`src/rtl/uart_tx_engine.sv`:
```
// UART transmit serializer: pops show-ahead FIFO words and sends start/data/parity/stop frames on tx.
// Bit timing from the shared oversampling s_tick; tx is registered and falls on the pop edge.
module uart_tx_engine #(
    parameter int Data_bits = 8,
    parameter int Sb_ticks  = 16
) (
    input  logic                 clk,
    input  logic                 Reset,
    input  logic                 s_tick,
    input  logic                 fifo_empty,
    input  logic [Data_bits-1:0] fifo_r_data,
    output logic                 fifo_rd,
    input  logic                 parity_en,
    input  logic                 parity_odd,
    input  logic                 stop2,
    output logic                 tx,
    output logic                 tx_busy,
    output logic                 tx_done_tick
);
    localparam int TW = $clog2(2 * Sb_ticks);
    localparam int BW = (Data_bits > 1) ? $clog2(Data_bits) : 1;
    localparam logic [TW-1:0] TICK_LAST1 = TW'(Sb_ticks - 1);
    localparam logic [TW-1:0] TICK_LAST2 = TW'(2 * Sb_ticks - 1);
    localparam logic [BW-1:0] BIT_LAST   = BW'(Data_bits - 1);

    typedef enum logic [2:0] {S_IDLE, S_START, S_DATA, S_PARITY, S_STOP} state_t;

    state_t               state_q, state_d;
    logic [TW-1:0]        tick_q, tick_d;
    logic [BW-1:0]        bit_q, bit_d;
    logic [Data_bits-1:0] shift_q, shift_d;
    logic                 par_q, par_d;
    logic                 pen_q, pen_d;
    logic                 stop2_q, stop2_d;
    logic                 tx_q, tx_d;
    logic                 bit_end;

    // Only the second-stop case stretches the bit period to two.
    assign bit_end = s_tick &&
                     (tick_q == ((state_q == S_STOP && stop2_q) ? TICK_LAST2 : TICK_LAST1));

    always_ff @(posedge clk or posedge Reset) begin
        if (Reset) begin
            state_q <= S_IDLE;
            tick_q  <= '0;
            bit_q   <= '0;
            shift_q <= '0;
            par_q   <= 1'b0;
            pen_q   <= 1'b0;
            stop2_q <= 1'b0;
            tx_q    <= 1'b1;
        end else begin
            state_q <= state_d;
            tick_q  <= tick_d;
            bit_q   <= bit_d;
            shift_q <= shift_d;
            par_q   <= par_d;
            pen_q   <= pen_d;
            stop2_q <= stop2_d;
            tx_q    <= tx_d;
        end
    end

    always_comb begin
        state_d = state_q;
        tick_d  = tick_q;
        bit_d   = bit_q;
        shift_d = shift_q;
        par_d   = par_q;
        pen_d   = pen_q;
        stop2_d = stop2_q;
        if (state_q != S_IDLE && s_tick) begin
            tick_d = bit_end ? '0 : tick_q + 1'b1;
        end
        case (state_q)
            S_IDLE: begin
                if (!fifo_empty) begin
                    state_d = S_START;
                    shift_d = fifo_r_data;
                    par_d   = (^fifo_r_data) ^ parity_odd;
                    pen_d   = parity_en;
                    stop2_d = stop2;
                    tick_d  = '0;
                    bit_d   = '0;
                end
            end
            S_START: if (bit_end) state_d = S_DATA;
            S_DATA: begin
                if (bit_end) begin
                    shift_d = shift_q >> 1;
                    if (bit_q == BIT_LAST) state_d = pen_q ? S_PARITY : S_STOP;
                    else                   bit_d   = bit_q + 1'b1;
                end
            end
            S_PARITY: if (bit_end) state_d = S_STOP;
            S_STOP:   if (bit_end) state_d = S_IDLE;
            default:  state_d = S_IDLE;
        endcase
    end

    // tx_d follows the next state so the line changes on the transition edge itself.
    always_comb begin
        fifo_rd      = (state_q == S_IDLE) && !fifo_empty && !Reset;
        tx_busy      = (state_q != S_IDLE);
        tx_done_tick = (state_q == S_STOP) && bit_end;
        case (state_d)
            S_START:  tx_d = 1'b0;
            S_DATA:   tx_d = shift_d[0];
            S_PARITY: tx_d = par_d;
            default:  tx_d = 1'b1;
        endcase
    end

    assign tx = tx_q;
endmodule
```
`config.mk`:
```
export PLATFORM = sky130hd
export DESIGN_NAME = uart_tx_engine
export DESIGN_NICKNAME = d
export VERILOG_FILES = /design/src/rtl/uart_tx_engine.sv
export SDC_FILE = /design/constraint.sdc
export NUM_CORES = 1
export LEC_CHECK = 0
export BUFFER_PORTS_ARGS = -buffer_cell sky130_fd_sc_hd__buf_2
export CAP_MARGIN = 20
export CELL_PAD_IN_SITES_DETAIL_PLACEMENT = 1
export CELL_PAD_IN_SITES_GLOBAL_PLACEMENT = 1
export CORE_UTILIZATION = 42
export CTS_CLUSTER_SIZE = 10
export DETAILED_ROUTE_END_ITERATION = 8
export PLACE_DENSITY_LB_ADDON = 0.1
export RECOVER_POWER = 100
export SYNTH_ARGS = -nofsm -noshare
export SYNTH_HDL_FRONTEND = slang
export SYNTH_SLANG_ARGS = --single-unit
export TNS_END_PERCENT = 50
```
`constraint.sdc`:
```
create_clock -name clk -period 2.25 [get_ports clk]
set_input_delay 0.1125 -clock clk [delete_from_list [all_inputs] [get_ports clk]]
set_output_delay 0.1125 -clock clk [all_outputs]
set_load 0.005 [all_outputs]
```
; ---- After elaboration in Yosys (flattened, before gate mapping)
; Index checks and enable logic that the tools add are counted.
[op_classes]
n_addsub = 2
n_eq_ne = 12
n_mux = 23
bitwise = 2
reduce_logical = 15
[op_table]
columns = operator, n
row1 = two-way mux 3 bit, 10
row2 = two-way mux 5 bit, 5
row3 = two-way mux 8 bit, 2
row4 = case mux 8 bit (2 select lines), 1
row5 = case mux 3 bit (5 select lines), 1
row6 = == test 3 x 2 -> 1 bit (second input constant), 4
row7 = XOR reduction 8 bit, 1
row8 = == test 3 x 1 -> 1 bit (second input constant), 2
row9 = == test 3 bit (second input constant), 2
row10 = logical AND 1 bit, 6
row11 = inequality test 2 bit (second input constant), 3
row12 = case mux 3 bit (2 select lines), 1
row13 = adder 5 x 1 -> 5 bit (second input constant), 1
row14 = == test 5 bit, 1
row15 = AND reduction 4 bit, 1
row16 = adder 3 x 1 -> 3 bit (second input constant), 1
row17 = zero test 3 bit, 1
row18 = case mux 1 bit (3 select lines), 1
row19 = AND reduction 3 bit, 1
row20 = nonzero test 3 bit, 1
row21 = zero test 1 bit, 2
row22 = two-way mux 1 bit, 2
row23 = AND reduction 2 bit, 1
row24 = nonzero test 2 bit, 1
row25 = other kinds (2), 2
[totals]
regBits = 23
word_cells = 63

; ---- Longest topological paths before layout
; Gate-level depths: netlist (run 1).
[depth]
ltp_word = 9
ltp_mapped = 8
depth_no_buf = 7

; ---- Least setup slack after synthesis (run 1)
; Ideal clock, no wire load.
[synth_timing]
kind = reg-to-reg
startpoint = register tick_q[0]
endpoint = register tx_q (netlist: tx)
arrival_time_ns = 1.821
required_ns = 2.167
path_slack_ns = 0.346
stages_incl_launch_ff = 9
n_path_buf = 2
cell_sequence = dfrtp_1 ha_1 and4_4 buf_6 and3_4 buf_6 a32o_2 nor2b_4 o32a_1
[synth_via]
elab_chain_len = 6
word_cells_on_any_way = 13
[synth_rtl]
columns = element, line_no
row1 = start: declaration, 29  ; logic [TW-1:0] tick_q, tick_d;
row2 = start signal: assignment, 54  ; tick_q <= tick_d;
row3 = == test 5 bit *, 40  ; (tick_q == ((state_q == S_STOP && stop2_q) ? TICK_LAST2 : TICK_LAST1));
row4 = logical AND 1 bit *, 39  ; assign bit_end = s_tick &&
row5 = "two-way mux 3 bit, on equally long branches", n/a
row6 = case mux 3 bit (5 select lines), 75  ; case (state_q)
row7 = == test 3 x 2 -> 1 bit or == test 3 x 1 -> 1 bit (tied branches), 106  ; case (state_d)
row8 = case mux 1 bit (3 select lines) *, 106
row9 = via tx_d, 35  ; logic tx_q, tx_d;
row10 = end signal: assignment, 60  ; tx_q <= tx_d;
row11 = end: declaration, 35
; The timed path passes the listed nets; every way through them passes the cells marked *. The select of a mux whose other input is x is not followed.
; A chain may end at the register's enable or synchronous reset.

; ---- Worst setup path in the final report (run 1)
[layout_timing]
startpoint = register state_q[1]
endpoint = output tx_done_tick
[layout_via]
elab_chain_len = 6
[layout_rtl]
columns = element, line_no
row1 = start: declaration, 28  ; state_t state_q, state_d;
row2 = start signal: assignment, 53  ; state_q <= state_d;
row3 = == test 3 bit *, "40, 105"
row4 = logical AND 1 bit, 40
row5 = two-way mux 5 bit, 40
row6 = == test 5 bit, 40
row7 = logical AND 1 bit, 39
row8 = logical AND 1 bit *, 105  ; tx_done_tick = (state_q == S_STOP) && bit_end;
row9 = end: declaration, 18  ; output logic tx_done_tick
; Every way passes the cells marked *; elsewhere a longest branch is shown, timed or not.

==> metrics.md, run 1 <==
| Metric | Value |
|---|---|
| Outcome | `complete, no violations` |
| Post-Synthesis Cells | `141` |
| Max transition margin | `0.412` |
| Row count | `19` |
| Post-cts sizing count | `0` |
| Fmax | `493 MHz` |
| Required time worst endpoint | `2.14 ns` |
| Clk Latency, worst-skew pair | `0.31 ns` |
| Worst R2R End | `tx` |
| Startpoint types | `flip-flop` |
| CTS max path bufs | `2` |
| DP HPWL | `2130 um` |
| Crit path DAT | `1.92 ns` |
| GRT overflow | `0` |
| Via/cell ratio | `5.75` |
| IO Pins | `19` |
| Via Count | `1098` |
| Final Wtd Congestion | `0.799` |
| # nets final | `179` |
| Min-Delay Endpoint | `shift_q[2]` |
| RSZ-0062 raised after global routing | `no` |
| CP endpoint kind | `output pin` |
| Vias in the first global route | `1035` |
| Die span in x | `57.5 um` |
| Final Max Slew Viols | `0` |
| Hold path cells | `3` |
| P_leak | `0.690 nW` |
| Min-delay src | `fifo_r_data[2]` |
| Initial antenna violation count | `0` |
| Num CTS Buffers | `3` |
| Flops & latches, synth | `23` |
| Fin. Hold Viols | `0` |
| Post-synth cell types | `37` |
| First-pass GRT wire length | `4710 um` |
| Largest net degree at the start of global routing | `24` |
| Post-route ant nets | `0` |
| Setup TNS | `0 ns` |
| GRT Overall Usage | `0.186` |
| Worst reg2reg path startpoint | `tick_q[0]` |
| Fin crit share | `0.902` |
| Commonest non-fill, non-tap cells in the layout | `29 x nand2_1, 22 x dfrtp_1, 14 x buf_2` |
| Crit Path Category | `flip-flop to output pin` |
| Die height | `57.5 um` |
| Maxcap violations | `0` |
| Drc violations | `0` |
| Core area | `2830 sq um` |
| Pwr Density | `989 nW/um^2` |
| Root Driver | `clkbuf_4` |
| Drt pass-1 iters | `4` |
| Largest fanout on the critical path | `10` |
| Final period demand of the worst path | `2.03 ns` |
| Area Overhead vs Synth | `10.3%` |
| H-tree Lvls | `1` |
| Worst IR Drop VDD | `0.411 mV` |
| Worst-case reg-to-reg path depth | `6` |
| Antenna diodes | `0` |
| Wire per inst | `14.9 um` |
| Warnings, synthesis | `0` |
| CTS clk-pin slew, worst paths | `0.13 ns` |
| Final setup fails | `0` |
| Die area | `3310 sq um` |
| Ratio of cells with drive above 1 in the final layout | `0.144` |
| Clock sink total | `23` |
| CTS tree | `yes` |
| Reg2reg setup slack | `0.27 ns` |
| Commonest non-fill, non-tap cell in the layout | `nand2_1` |
| Mapped Avg Cell Area | `9.18 sq um` |
| Mapped Area | `1290 sq um` |
| 1st-iter DRT viols | `34` |
| Worst-Margin Slew | `0.881 ns` |
| Sequential area share after synthesis | `0.446` |
| Design Power | `1.41 mW` |
| Final WL | `2850 um` |
| Initial Utilization | `0.457` |
| Port bufs | `18` |
| Hold WC Path Type | `input pin to flip-flop` |
| Syn_nets | `159` |
| Final Skew | `0.00412 ns` |
==> worst max-delay path, stage by stage (launching register included) <==
cell      delay (ns)
dfrtp_1         0.52
nor2_1          0.31
nand4_1         0.13
a21oi_1         0.32
and3_1          0.20
clkbuf_1        0.12
==> registers in the layout (all words and copies together) (netlist names) <==
signal,cells
shift_q,8
tick_q,5
bit_q,3
state_q,3
par_q,1
pen_q,1
stop2_q,1
tx,1
==> layout make-up <==
| cell class | count | area, sq um |
|---|---|---|
| inverter | 5 | 18.8 |
| clock inverter | 1 | 5.00 |
| multi-input combinational | 106 | 647 |
| tap | 31 | 38.8 |
| sequential | 23 | 577 |
| timing repair buffer | 22 | 119 |
| fill | 338 | 1400 |
| clock buffer | 3 | 22.5 |
==> synth_stat cells <==
library cell | instances | share of area
o21a_1 | 1 | 0.0058
buf_6 | 2 | 0.017
and4_4 | 1 | 0.0087
a21o_1 | 2 | 0.012
a32o_2 | 1 | 0.0087
dfrtp_1 | 22 | 0.43
xor2_1 | 2 | 0.014
and3_4 | 1 | 0.0087
nor2b_1 | 3 | 0.015
nor4_1 | 1 | 0.0048
nor4b_1 | 1 | 0.0068
xnor2_1 | 7 | 0.047
dfstp_2 | 1 | 0.020
nor3_1 | 4 | 0.015
ha_1 | 3 | 0.029
clkbuf_1 | 2 | 0.0058
a32o_1 | 2 | 0.015
nor2b_4 | 1 | 0.011
nand3_1 | 2 | 0.0077
a22oi_1 | 6 | 0.035
mux2_2 | 1 | 0.0087
and3_1 | 2 | 0.0097
a21oi_1 | 4 | 0.015
nand3b_1 | 1 | 0.0058
nor2_1 | 9 | 0.026
a31o_2 | 1 | 0.0068
nand2b_1 | 3 | 0.015
nand2_1 | 29 | 0.084
o211ai_1 | 1 | 0.0058
inv_1 | 5 | 0.015
o21ai_0 | 8 | 0.031
o22ai_1 | 1 | 0.0048
o31ai_1 | 1 | 0.0058
a22o_1 | 3 | 0.020
nand4_1 | 3 | 0.015
o32a_1 | 1 | 0.0077
buf_2 | 3 | 0.012
==> where the power goes <==
part,switching (mW),internal (mW),leakage [nW]
Sequential,0.139,0.564,0.286
Combinational,0.288,0.224,0.386
Clock,0.131,0.0665,0.0177
Total,0.558,0.854,0.690
==> layer usage <==
layer  vias to the layer above  track usage  share of wire
met4                         0       0.0523          0.010
met2                        16        0.326           0.50
met1                       544        0.237           0.47
li1                        534            -              -
met5                         -            0              0
met3                         4       0.0272          0.024
==> worst max-delay path by stage <==
stage,startpoint,endpoint,slack [ns]
2_1_floorplan,tick_q[0],tx,0.35
3_3_place_gp,tick_q[0],tx,0.45
3_5_place_dp,tick_q[0],tx,0.41
4_1_cts,state_q[1],tx_done_tick,0.24
5_1_grt,state_q[1],tx_done_tick,0.09
6_report,state_q[1],tx_done_tick,0.22
==> stage by stage <==
stage | hold WS [ns] | area, sq um | setup WS (ns) | util | instances
after floorplan | 0.114 | 1290 | 0.346 | - | 141
after global placement | 0.305 | 1390 | 0.454 | 0.490 | 184
after detailed placement | 0.318 | 1390 | 0.411 | 0.490 | 184
after CTS | 0.0316 | 1440 | 0.239 | 0.510 | 191
after global routing | 0.0329 | 1430 | 0.0935 | 0.505 | 191
final | 0.0435 | 1430 | 0.221 | 0.505 | 191
==> what timing repair did <==
item                                   in CTS  in global routing
hold buffers                                3                  0
setup buffers                               0                  0
endpoints found under the hold margin      14                  0
setup endpoints to repair                   0                  0
==> cells by family after synthesis <==
| kind of cell | after synthesis | share of synthesized area |
|---|---|---|
| xor+xnor | 9 | 0.0609 |
| fa+ha+maj | 3 | 0.0290 |
| mux | 1 | 0.00870 |
| flops | 23 | 0.446 |
| simple gates | 61 | 0.232 |
| compound gates | 32 | 0.174 |
| buf+inv | 12 | 0.0493 |
(Power assumes the default switching activity.)
==> inputs of run 2 (changes only) <==
Settings changed: RECOVER_POWER 100 to 25, SLEW_MARGIN set to 15.
==> metrics.md, run 2 (synthesized netlist as in run 1, its figures left out) <==
| Metric | Value |
|---|---|
| CP endpoint kind | `output pin` |
| Outcome | `complete, no violations` |
| Wire per inst | `14.7 um (-1.3%)` |
| Largest registers | `shift_q: 8 flops, tick_q: 5 flops` |
| GRT Overall Usage | `0.186 (unchanged)` |
| Final Max Slew Viols | `0 (unchanged)` |
| Crit path from | `state_q[1]` |
| Die area | `3310 sq um (unchanged)` |
| Final Skew | `0.00330 ns (-0.000815 ns)` |
| GRT overflow | `0 (unchanged)` |
| Drc violations | `0 (unchanged)` |
| Crit path DAT | `1.88 ns (-0.04 ns)` |
| Fin crit share | `0.887 (-0.0151)` |
| Final Wtd Congestion | `0.799 (unchanged)` |
| Setup TNS | `0 ns (unchanged)` |
| Worst IR Drop VDD | `0.412 mV (+0.34%)` |
| Maxcap violations | `0 (unchanged)` |
| Post-cts sizing count | `0 (unchanged)` |
| Largest fanout on the critical path | `10 (unchanged)` |
| Die height | `57.5 um (unchanged)` |
| Slowest stage cell, crit path | `dfrtp_1` |
| Final WL | `2820 um (-1.3%)` |
| Initial antenna violation count | `0 (unchanged)` |
| Crit Path Category | `flip-flop to output pin` |
| Initial Utilization | `0.457 (unchanged)` |
| Core area | `2830 sq um (unchanged)` |
| Max transition margin | `0.423 (+0.0111)` |
| Postcts setup bufs | `0 (unchanged)` |
| Worst-Margin Slew | `0.865 ns (-0.0166 ns)` |
| Max reg flops | `8 (unchanged)` |
| CTS tree | `yes` |
| Via/cell ratio | `5.68 (-1.3%)` |
| DP Cell Count | `184 (unchanged)` |
| Fin. Hold Viols | `0 (unchanged)` |
| Antenna diodes | `0 (unchanged)` |
| Final std cells w/o fill | `191 (unchanged)` |
| First-pass GRT wire length | `4710 um (unchanged)` |
| # nets final | `179 (unchanged)` |
| P_leak | `0.702 nW (+1.8%)` |
| DP HPWL | `2130 um (unchanged)` |
| Commonest non-fill, non-tap cells in the layout | `29 x nand2_1, 22 x dfrtp_1, 16 x buf_2` |
| Hold WC Path Type | `input pin to flip-flop` |
| H-tree Lvls | `1 (unchanged)` |
| Vias in the first global route | `1035 (unchanged)` |
| Port bufs | `18 (unchanged)` |
| Crit path buffers/inverters | `1 (unchanged)` |
| CP cell instances | `nor2_1, nand4_1, a21oi_1, and3_1, buf_2` |
| Final period demand of the worst path | `1.99 ns (-0.0339 ns)` |
| Startpoint types | `flip-flop` |
| Area Overhead vs Synth | `11.3%` |
| Crit path max-delay family | `simple AND/OR/NAND/NOR gates` |
| Drt pass-1 iters | `4 (unchanged)` |
| Via Count | `1084 (-1.3%)` |
| Final setup fails | `0 (unchanged)` |
| CTS clk-pin slew, worst paths | `0.13 ns (about the same)` |
| Die span in x | `57.5 um (unchanged)` |
| Largest net degree at the start of global routing | `24 (unchanged)` |
| Slowest stage delay, CP | `0.51 ns (about the same)` |
| Num CTS Buffers | `3 (unchanged)` |
| 1st-iter DRT viols | `31 (-8.8%)` |
| IO Pins | `19 (unchanged)` |
| Clk Latency, worst-skew pair | `0.31 ns (about the same)` |
| Worst reg2reg path startpoint | `tick_q[0]` |
| Fmax | `501 MHz (+1.7%)` |
| Clock sink total | `23 (unchanged)` |
| RSZ-0062 raised after global routing | `no` |
| Largest Register | `shift_q` |
| CTS max path bufs | `2 (unchanged)` |
| Row count | `19 (unchanged)` |
| Min-delay src | `fifo_r_data[2]` |
| Commonest non-fill, non-tap cell in the layout | `nand2_1` |
| Pwr Density | `984 nW/um^2 (-0.51%)` |
| Post-route ant nets | `0 (unchanged)` |
| Required time worst endpoint | `2.14 ns (about the same)` |
| Ratio of cells with drive above 1 in the final layout | `0.175 (+0.0313)` |
| Root Driver | `clkbuf_4` |
-- run 2: cell types whose count changed in the layout (fill, tap and decap cells not counted), sizes merged --
cell	change
clkbuf	-3
buf	+3
-- run 2: stage by stage --
step                hold slack [ns]  setup WS (ns)  instance area [sq um]  total power, mW   util
global route                 0.0329          0.110                   1440             1.53  0.509
global placement              0.305          0.454                   1390             1.20  0.490
finish                       0.0435          0.255                   1440             1.42  0.509
CTS                          0.0316          0.239                   1440             1.43  0.510
floorplan                     0.114          0.346                   1290             1.08      -
detailed placement            0.318          0.411                   1390             1.23  0.490
-- run 2: metal layers --
metal	routed length (um)	GRT usage	up-vias
li1	-	-	534
met1	1300	0.237	530
met2	1420	0.326	16
met3	66	0.0272	4
met4	29	0.0523	0
met5	0	0	-
-- run 2: tightest hold or removal path: cells and delay by family --
family	cells	cell delay, ns
buffers and inverters	1	0.09
AO/OA/AOI/OAI	1	0.06
AND/OR/NAND/NOR	1	0.06
-- run 2: path summary, 6_finish.rpt --
kind,cells past startpoint,end,slack [ns]
setup / recovery,5,tx_done_tick,0.26
hold / removal,3,shift_q[2],0.04
setup reg to reg,6,tx,0.38
hold reg to reg,2,shift_q[2],0.49
max in group asynchronous,3,shift_q[4],1.22
min in group asynchronous,3,state_q[1],0.51
-- run 2: cell type report --
type	count	area [sq um]
repair buffers	22	125
clock inverters	1	5.00
clock buffers	3	22.5
multi-input cells	106	653
well taps	31	38.8
inverters	5	18.8
fillers	334	1390
flip-flops and latches	23	577
-- run 2: what timing repair did --
action                     in CTS  in global routing
hold buffers                    3                  0
hold endpoints to repair       14                  0
setup endpoints to repair       0                  0
-- run 2: power by group --
| group | internal [mW] | switching (mW) | leakage [nW] |
|---|---|---|---|
| registers | 0.564 | 0.136 | 0.286 |
| clock network | 0.0665 | 0.132 | 0.0177 |
| logic | 0.230 | 0.290 | 0.398 |
| total | 0.860 | 0.557 | 0.702 |
==> inputs of run 3 (changes only) <==
--- a/config.mk
+++ b/config.mk
@@ -10,4 +10,5 @@
 export CELL_PAD_IN_SITES_DETAIL_PLACEMENT = 1
 export CELL_PAD_IN_SITES_GLOBAL_PLACEMENT = 1
+export CORE_ASPECT_RATIO = 0.5
 export CORE_UTILIZATION = 42
 export CTS_CLUSTER_SIZE = 10
@@ -19,3 +20,3 @@
 export SYNTH_HDL_FRONTEND = slang
 export SYNTH_SLANG_ARGS = --single-unit
-export TNS_END_PERCENT = 50
+export TNS_END_PERCENT = 30
==> constraint.sdc (replaced) <==
create_clock -name clk -period 2.25 [get_ports clk]
set_input_delay 0.675 -clock clk [delete_from_list [all_inputs] [get_ports clk]]
set_output_delay 0.675 -clock clk [all_outputs]
set_load 0.005 [all_outputs]
==> metrics.md, run 3 (synthesized netlist as in run 1, its figures left out) <==
| Metric | Value |
|---|---|
| CP endpoint kind | `output pin` |
| Row count | `13 (-6)` |
| Via/cell ratio | `5.53 (-2.6%)` |
| RSZ-0062 raised after global routing | `no` |
| Required time worst endpoint | `1.57 ns (-0.57 ns)` |
| Startpoint types | `flip-flop` |
| CTS Hold Buffers Added | `0 (-3)` |
| Fin crit share | `0.946 (+0.0595)` |
| Initial antenna violation count | `0 (unchanged)` |
| Post-cts sizing count | `1 (+1)` |
| Largest net degree at the start of global routing | `14 (-42%)` |
| Final Skew | `0.00503 ns (+0.00173 ns)` |
| GRT Overall Usage | `0.212 (+0.0261)` |
| Clk Latency, worst-skew pair | `0.27 ns (-0.04 ns)` |
| Grt met1 use | `0.287 (+0.0498)` |
| Final setup fails | `0 (unchanged)` |
| # nets final | `184 (+2.8%)` |
| Largest Register | `shift_q` |
| Final Wtd Congestion | `0.812 (+1.6%)` |
| Core area | `2750 sq um (-2.8%)` |
| Outcome | `complete, no violations` |
| Drc violations | `0 (unchanged)` |
| Ratio of cells with drive above 1 in the final layout | `0.242 (+0.0674)` |
| Area Overhead vs Synth | `17.0%` |
| Hold WC Path Type | `input pin to async pin` |
| Worst Setup Slack, final | `0.121 ns (-0.134 ns)` |
| Antenna diodes | `0 (unchanged)` |
| Slowest stage cell, crit path | `dfrtp_1` |
| Design Power | `1.57 mW (+11%)` |
| Met3 usage | `0.0533 (+0.0261)` |
| H-tree Lvls | `1 (unchanged)` |
| Vias in the first global route | `1012 (-2.2%)` |
| Worst R2R End | `tx` |
| Crit path buffers/inverters | `1 (unchanged)` |
| DP Worst Slack | `0.182 ns (-0.229 ns)` |
| Root Driver | `clkbuf_8` |
| Worst-Margin Slew | `0.480 ns (-0.385 ns)` |
| Pwr Density | `1040 nW/um^2 (+5.4%)` |
| GR peak layer | `met2` |
| Maxcap violations | `0 (unchanged)` |
| Commonest non-fill, non-tap cells in the layout | `29 x nand2_1, 21 x dfrtp_1, 17 x buf_2` |
| CP cell instances | `ha_2, nand4_1, a21oi_1, and3_1, buf_2` |
| Fill cells | `344 (+3.0%)` |
| Die span in x | `80.5 um (+40%)` |
| Port bufs | `18 (unchanged)` |
| DP HPWL | `2430 um (+14%)` |
| Crit Path Category | `flip-flop to output pin` |
| Fmax | `470 MHz (-6.3%)` |
| P_leak | `0.735 nW (+4.6%)` |
| CTS tree | `yes` |
| Fin. Hold Viols | `0 (unchanged)` |
| Reg2reg setup slack | `0.41 ns (+0.03 ns)` |
| 1st-iter DRT viols | `78 (+150%)` |
| Max transition margin | `0.680 (+0.257)` |
| Final Max Slew Viols | `0 (unchanged)` |
| CTS max path bufs | `2 (unchanged)` |
| Wire per inst | `15.1 um (+2.3%)` |
| Largest registers | `shift_q: 8 flops, tick_q: 5 flops` |
| Post-route ant nets | `0 (unchanged)` |
| CTS clk-pin slew, worst paths | `0.08 ns (-0.05 ns)` |
| Postcts setup bufs | `0 (unchanged)` |
| Clock sink total | `23 (unchanged)` |
| Commonest non-fill, non-tap cell in the layout | `nand2_1` |
| Die height | `41.2 um (-28%)` |
| Initial Utilization | `0.471 (+0.0133)` |
| Crit path DAT | `1.45 ns (-0.43 ns)` |
| IO Pins | `19 (unchanged)` |
| Drt pass-1 iters | `5 (+1)` |
| Crit path max-delay family | `flip-flops` |
| Largest fanout on the critical path | `4 (-6)` |
| Worst IR Drop VDD | `0.522 mV (+27%)` |
| Setup TNS | `0 ns (unchanged)` |
| Slowest stage delay, CP | `0.40 ns (-0.11 ns)` |
| GRT overflow | `0 (unchanged)` |
| Worst-case reg-to-reg path depth | `6 (unchanged)` |
| First-pass GRT wire length | `4920 um (+4.4%)` |
| Die area | `3320 sq um (+0.41%)` |
| M2 GR Usage | `0.352 (+0.0261)` |
| Worst reg2reg path startpoint | `tick_q[0]` |
| Final period demand of the worst path | `2.13 ns (+0.134 ns)` |
| Max reg flops | `8 (unchanged)` |
| Num CTS Buffers | `3 (unchanged)` |
| Final WL | `3050 um (+8.2%)` |
| Via Count | `1117 (+3.0%)` |
-- run 3: cell count changes in the layout (fill, tap and decap cells not counted), moves of 3 or more --
cell	previous run	this run
buf_4	1	9
clkbuf_4	3	0
clkbuf_8	0	3
dlygate4sd3_1	3	0
-- run 3: where the power goes --
part	switching, mW	total (mW)	internal, mW
logic	0.354	0.637	0.283
clock network	0.131	0.257	0.126
registers	0.110	0.676	0.565
-- run 3: cell type report --
class	count	area (sq um)	area share
Multi-Input combinational cell	106	669	0.442
Sequential cell	23	578	0.382
Timing Repair Buffer	27	156	0.103
Tap cell	37	46.3	0.0306
Clock buffer	4	45.0	0.0298
Inverter	5	18.8	0.0124
-- run 3: worst max path at each step --
stage               startpoint           end  slack (ns)  depth (start not counted)
floorplan           state_q[1]  tx_done_tick        0.32                          5
global placement    fifo_empty       fifo_rd        0.25                          5
detailed placement      s_tick  tx_done_tick        0.18                          5
CTS                 state_q[2]  tx_done_tick        0.06                          4
global route         tick_q[0]  tx_done_tick       0.009                          5
finish               tick_q[0]  tx_done_tick        0.12                          5
-- run 3: metal layers --
metal	share of wire	vias up
li1	-	543
met1	0.53	545
met2	0.43	25
met3	0.036	4
met4	0.0056	0
met5	0	-
-- run 3: per-stage QoR --
step,hold slack [ns],instance area [sq um],util,instances
2_1_floorplan,0.439,1290,-,141
3_3_place_gp,0.451,1460,0.531,198
3_5_place_dp,0.464,1460,0.531,198
4_1_cts,0.447,1510,0.548,202
5_1_grt,0.470,1510,0.551,202
6_report,0.418,1510,0.551,202
